[config.mk]
export PLATFORM = sky130hd
export DESIGN_NAME = tune_sequencer
export DESIGN_NICKNAME = d
export VERILOG_FILES = /design/src/rtl/tune_sequencer.sv
export SDC_FILE = /design/constraint.sdc
export NUM_CORES = 1
export LEC_CHECK = 0
export CORE_MARGIN = 2
export CORE_UTILIZATION = 51
export DETAILED_ROUTE_END_ITERATION = 8
export PLACE_DENSITY = 0.76
export SYNTH_ARGS = -nofsm -noshare
export SYNTH_HDL_FRONTEND = slang
export SYNTH_SLANG_ARGS = --single-unit
[constraint.sdc]
create_clock -name CLK -period 2.2 [get_ports CLK]
set_input_delay 0.33 -clock CLK [delete_from_list [all_inputs] [get_ports CLK]]
set_output_delay 0.33 -clock CLK [all_outputs]
set_load 0.01 [all_outputs]
[src/rtl/tune_sequencer.sv]
// tune_sequencer: plays up to eight fixed tones with programmable note and
// gap lengths, feeding the FREQUENCY input of the AUDIO tone generator.
// Optional build macro: TUNE_LOOP_EN -- when defined the tune repeats until
// STOP, pulsing DONE once per pass; otherwise it plays once per START.
// Handshake: START is a single-cycle request, accepted only in IDLE and only
// when STOP is low; STOP returns the sequencer to IDLE on the next edge from
// any state. Outputs are registered, computed from the next state.
module tune_sequencer #(
  parameter int NOTE_CYCLES = 12500000,
  parameter int GAP_CYCLES  = 2500000,
  parameter int NUM_NOTES   = 3
) (
  input  logic        CLK,
  input  logic        RESET_N,
  input  logic        START,
  input  logic        STOP,
  output logic [15:0] FREQUENCY,
  output logic        TONE_EN,
  output logic        BUSY,
  output logic        DONE,
  output logic [2:0]  NOTE_IDX,
  output logic [1:0]  STATE_DBG
);

  typedef enum logic [1:0] {
    S_IDLE = 2'd0,
    S_NOTE = 2'd1,
    S_GAP  = 2'd2
  } state_t;

  localparam logic [24:0] NOTE_LOAD = 25'(NOTE_CYCLES - 1);
  localparam logic [24:0] GAP_LOAD  = 25'(GAP_CYCLES - 1);
  localparam logic [2:0]  LAST_IDX  = 3'(NUM_NOTES - 1);

  state_t      state, next_state;
  logic [24:0] cnt, next_cnt;
  logic [2:0]  next_idx;
  logic        next_done;

  // Fixed note table in Hz (C5 up to C6).
  function automatic logic [15:0] note_hz(input logic [2:0] i);
    case (i)
      3'd0:    note_hz = 16'd523;
      3'd1:    note_hz = 16'd587;
      3'd2:    note_hz = 16'd659;
      3'd3:    note_hz = 16'd698;
      3'd4:    note_hz = 16'd784;
      3'd5:    note_hz = 16'd880;
      3'd6:    note_hz = 16'd988;
      default: note_hz = 16'd1047;
    endcase
  endfunction

  assign STATE_DBG = state;

  // Next-state, duration counter and note index decisions.
  always_comb begin
    next_state = state;
    next_cnt   = cnt;
    next_idx   = NOTE_IDX;
    next_done  = 1'b0;
    if (STOP) begin
      // Abort: index is kept so the last played note stays visible.
      next_state = S_IDLE;
    end else begin
      case (state)
        S_IDLE: begin
          if (START) begin
            next_state = S_NOTE;
            next_idx   = 3'd0;
            next_cnt   = NOTE_LOAD;
          end
        end
        S_NOTE: begin
          if (cnt == 25'd0) begin
            if (NOTE_IDX != LAST_IDX) begin
              if (GAP_CYCLES > 0) begin
                next_state = S_GAP;
                next_cnt   = GAP_LOAD;
              end else begin
                next_idx = NOTE_IDX + 3'd1;
                next_cnt = NOTE_LOAD;
              end
            end else begin
              next_done = 1'b1;
`ifdef TUNE_LOOP_EN
              if (GAP_CYCLES > 0) begin
                next_state = S_GAP;
                next_cnt   = GAP_LOAD;
              end else begin
                next_idx = 3'd0;
                next_cnt = NOTE_LOAD;
              end
`else
              next_state = S_IDLE;
`endif
            end
          end else begin
            next_cnt = cnt - 25'd1;
          end
        end
        S_GAP: begin
          if (cnt == 25'd0) begin
            next_state = S_NOTE;
            next_cnt   = NOTE_LOAD;
            // Wrap only happens on the trailing gap of a looping pass.
            next_idx   = (NOTE_IDX == LAST_IDX) ? 3'd0 : NOTE_IDX + 3'd1;
          end else begin
            next_cnt = cnt - 25'd1;
          end
        end
        default: next_state = S_IDLE;
      endcase
    end
  end

  // State, counter and registered outputs.
  always_ff @(posedge CLK or negedge RESET_N) begin
    if (!RESET_N) begin
      state     <= S_IDLE;
      cnt       <= 25'd0;
      NOTE_IDX  <= 3'd0;
      FREQUENCY <= 16'd0;
      TONE_EN   <= 1'b0;
      BUSY      <= 1'b0;
      DONE      <= 1'b0;
    end else begin
      state     <= next_state;
      cnt       <= next_cnt;
      NOTE_IDX  <= next_idx;
      FREQUENCY <= (next_state == S_NOTE) ? note_hz(next_idx) : 16'd0;
      TONE_EN   <= (next_state == S_NOTE);
      BUSY      <= (next_state != S_IDLE);
      DONE      <= next_done;
    end
  end

endmodule
==> flow_summary.json <==
{
  "clkPwrFrac_pct": 25.4,
  "relSlewSlack_pct": 56.65,
  "cp-start-kind": "flop",
  "r2r_cells": 7,
  "drive_above_1_share_pct": 31.86,
  "vias": 2549,
  "skew_ps": 12.46,
  "path_buf_inv": 0,
  "grt_pass1_vias": 2263,
  "setup_slack_ps": -109.7,
  "syn_area_per_cell_sq_um": 9.066,
  "grt_max_degree": 29,
  "combPwrFrac_pct": 27.1,
  "timing.final.hold_violations": 0,
  "nNetsFinal": 369,
  "power.density_nw_per_um2": 575.2,
  "synth_edf_count": 0,
  "root_buffer": "clkbuf_8",
  "area_delta_synth_final_pct": 35.45,
  "fmax_mhz": 433.0,
  "via_per_inst": 5.956,
  "core_sq_um": 4817,
  "antenna_found_initial": 0,
  "setup-tns-final_ps": -842.2,
  "globalRouteTotalUtil_pct": 25.63,
  "ys_seq_area_share_pct": 42.62,
  "period_needed_ps": 2310,
  "finalNonFillerCells": 428,
  "worstPathArrival_ps": 2540,
  "die_width_um": 75.18,
  "cts_buffer_depth": 2,
  "critical_path_required_ps": 2430,
  "netlist_instances": 285,
  "wl_per_cell_um": 17.06,
  "synth_cell_types": 59,
  "overflow": 0,
  "die_y_um": 75.18,
  "cts_made_buffers": 5,
  "setup_viol": 14,
  "htreeDepth": 2,
  "cts_sinks": 44,
  "gp_congestion": 0.8994,
  "intPower_mw": 1.369,
  "finalWirelength_um": 7301,
  "rows": 25,
  "yosys_warnings": 0,
  "cp_max_fo": 6,
  "hold_slack_ps": 40.80,
  "p_switching_mw": 0.6442,
  "timing.final.crit_share_pct": 105.0,
  "io_pins": 28,
  "drtIter0Drc": 366,
  "synth_area_leaders": "dfrtp_1 (43%), a21oi_1 (4.6%), nor2_1 (4.6%)",
  "slew_violations": 0,
  "multiInputGateArea_sq_um": 1535,
  "status": "finished, violations left",
  "drc": 0,
  "place_hpwl_um": 4642,
  "yosysTopAreaCellShare_pct": 42.62,
  "cp_slowest_cell": "or3_4",
  "ys_async_sr_fraction_pct": 100.0,
  "clock_latency_ps": 310,
  "fill_cells": 349,
  "finalPower_mw": 2.013,
  "dp.cells": 411,
  "ys.flop_type": "dfrtp_1",
  "violations": "negative setup slack",
  "antenna_left": 0,
  "io_buffers": 22,
  "end_kind": "flop",
  "leakagePower_nw": 1.466,
  "p_seq_share_pct": 47.5,
  "synth_seq_cells": 44,
  "synthesis.area_sq_um": 2584,
  "synth_top_area_cell": "dfrtp_1",
  "crit_path_cell_trace": "or3_4, nor3b_4, and3_4, and2_4, o31ai_4, or2_4, nor3b_2",
  "cts_tree": "yes",
  "rsz0062_at_grt": "true",
  "cap_violations": 0,
  "cp_top_family": "simple AND/OR/NAND/NOR gates",
  "die_area_sq_um": 5651,
  "hp-class": "in2async",
  "irDropWorstVdd_mv": 0.4212,
  "regArea_sq_um": 1101,
  "diodes": 0,
  "cp.depth": 7,
  "worst_pin_slew_ps": 650.3,
  "criticalPathCategory": "reg2reg",
  "cts.clk_slew.worst_paths_ps": 90,
  "cpPeakStageDelay_ps": 420,
  "initial_core_util_pct": 53.64,
  "sw_frac_of_total_pct": 32.01,
  "first_pass_iters": 5,
  "grt_pass1_wl_um": 11000
}
-- synth_stat cells (all sizes together), types with 2 or more instances --
cell / number
o21a: 7
o21ai: 24
nor4: 5
and3: 5
ha: 5
nand4: 2
a31oi: 7
or3: 4
nor3: 14
a21oi: 25
o31ai: 4
or2: 2
inv: 11
a21o: 3
dfrtp: 44
nand3: 6
buf: 8
clkbuf: 6
nor3b: 4
o41ai: 4
nor2: 32
o22a: 6
nand4b: 3
and2: 6
nand2: 21
nand2b: 7
a22o: 4
o221ai: 2
-- placed cells by master, fill, tap and decap left out, drive strengths merged, types with 7 or more instances in the layout --
cell type / instances
a21oi: 25
a31oi: 7
buf: 57
clkdlybuf4s50: 21
dfrtp: 44
inv: 11
nand2: 21
nand2b: 7
nor2: 32
nor3: 14
o21a: 7
o21ai: 24
-- repair_timing --
action	CTS	global route
pin swaps	2	25
setup endpoints to repair	6	36
resized for setup	2	46
gates cloned	0	1
buffers inserted	0	8
hold buffers	0	0
-- kinds of logic (layout without fill, tap and decap cells) --
| family | Yosys count | count (layout) | synth area share (%) |
|---|---|---|---|
| buffers and inverters | 27 | 98 | 5.811 |
| XOR/XNOR | 2 | 2 | 0.6781 |
| AO/OA/AOI/OAI | 93 | 93 | 23.92 |
| adder cells (fa/ha/maj) | 5 | 5 | 2.421 |
| AND/OR/NAND/NOR | 113 | 114 | 24.41 |
| flip-flops | 44 | 44 | 42.62 |
| other | 1 | 5 | 0.1451 |
-- worst paths after layout --
check / slack [ps] / from / endpoint
worst max register to register: -110 / cnt[18]$_DFFE_PN0P_ / FREQUENCY[10]$_DFF_PN0_
min in group CLK: 530 / cnt[16]$_DFFE_PN0P_ / cnt[16]$_DFFE_PN0P_
max in group asynchronous: 1560 / RESET_N / NOTE_IDX[0]$_DFF_PN0_
worst min-delay path: 40 / RESET_N / cnt[5]$_DFFE_PN0P_
worst max-delay path: -110 / cnt[18]$_DFFE_PN0P_ / FREQUENCY[10]$_DFF_PN0_
worst min register to register: 530 / cnt[16]$_DFFE_PN0P_ / cnt[16]$_DFFE_PN0P_
-- per-layer routing --
layer  global-route usage (%)  up-vias  wire, um
met2                    38.89      135      3501
li1                         -     1176         -
met3                    4.418       15       587
met5                        0        -         0
met4                    9.747        0       123
met1                    36.86     1223      3087
-- power by group through the flow --
stage,registers (mW),logic [mW],clock network (mW)
final,0.955,0.545,0.512
after floorplan,0.984,0.237,0
after CTS,0.947,0.497,0.517
after detailed placement,0.962,0.494,0
after global placement,0.958,0.485,0
after global routing,0.967,0.594,0.552
-- registers in the layout, indices dropped and copies added, names as in the netlist --
register / cells
NOTE_IDX: 3
TONE_EN: 1
DONE: 1
STATE_DBG: 2
BUSY: 1
FREQUENCY: 11
cnt: 25
-- final cells by class --
cell class	instances	share of cell area, %
clock buffers	5	1.966
clock inverters	3	0.5363
inverters	12	1.287
multi-input cells	219	43.87
flip-flops and latches	44	31.46
well taps	67	2.395
repair buffers	78	18.48
-- metrics by stage --
stage	worst slack, ps	utilization, %	area [sq um]
floorplan	20.90	-	2605
global placement	-13.75	65.58	3159
detailed placement	-52.38	65.58	3159
CTS	0.4809	67.61	3257
global route	-166.3	72.65	3500
finish	-109.7	72.65	3500
No activity file was read; power rests on OpenSTA's default activity.
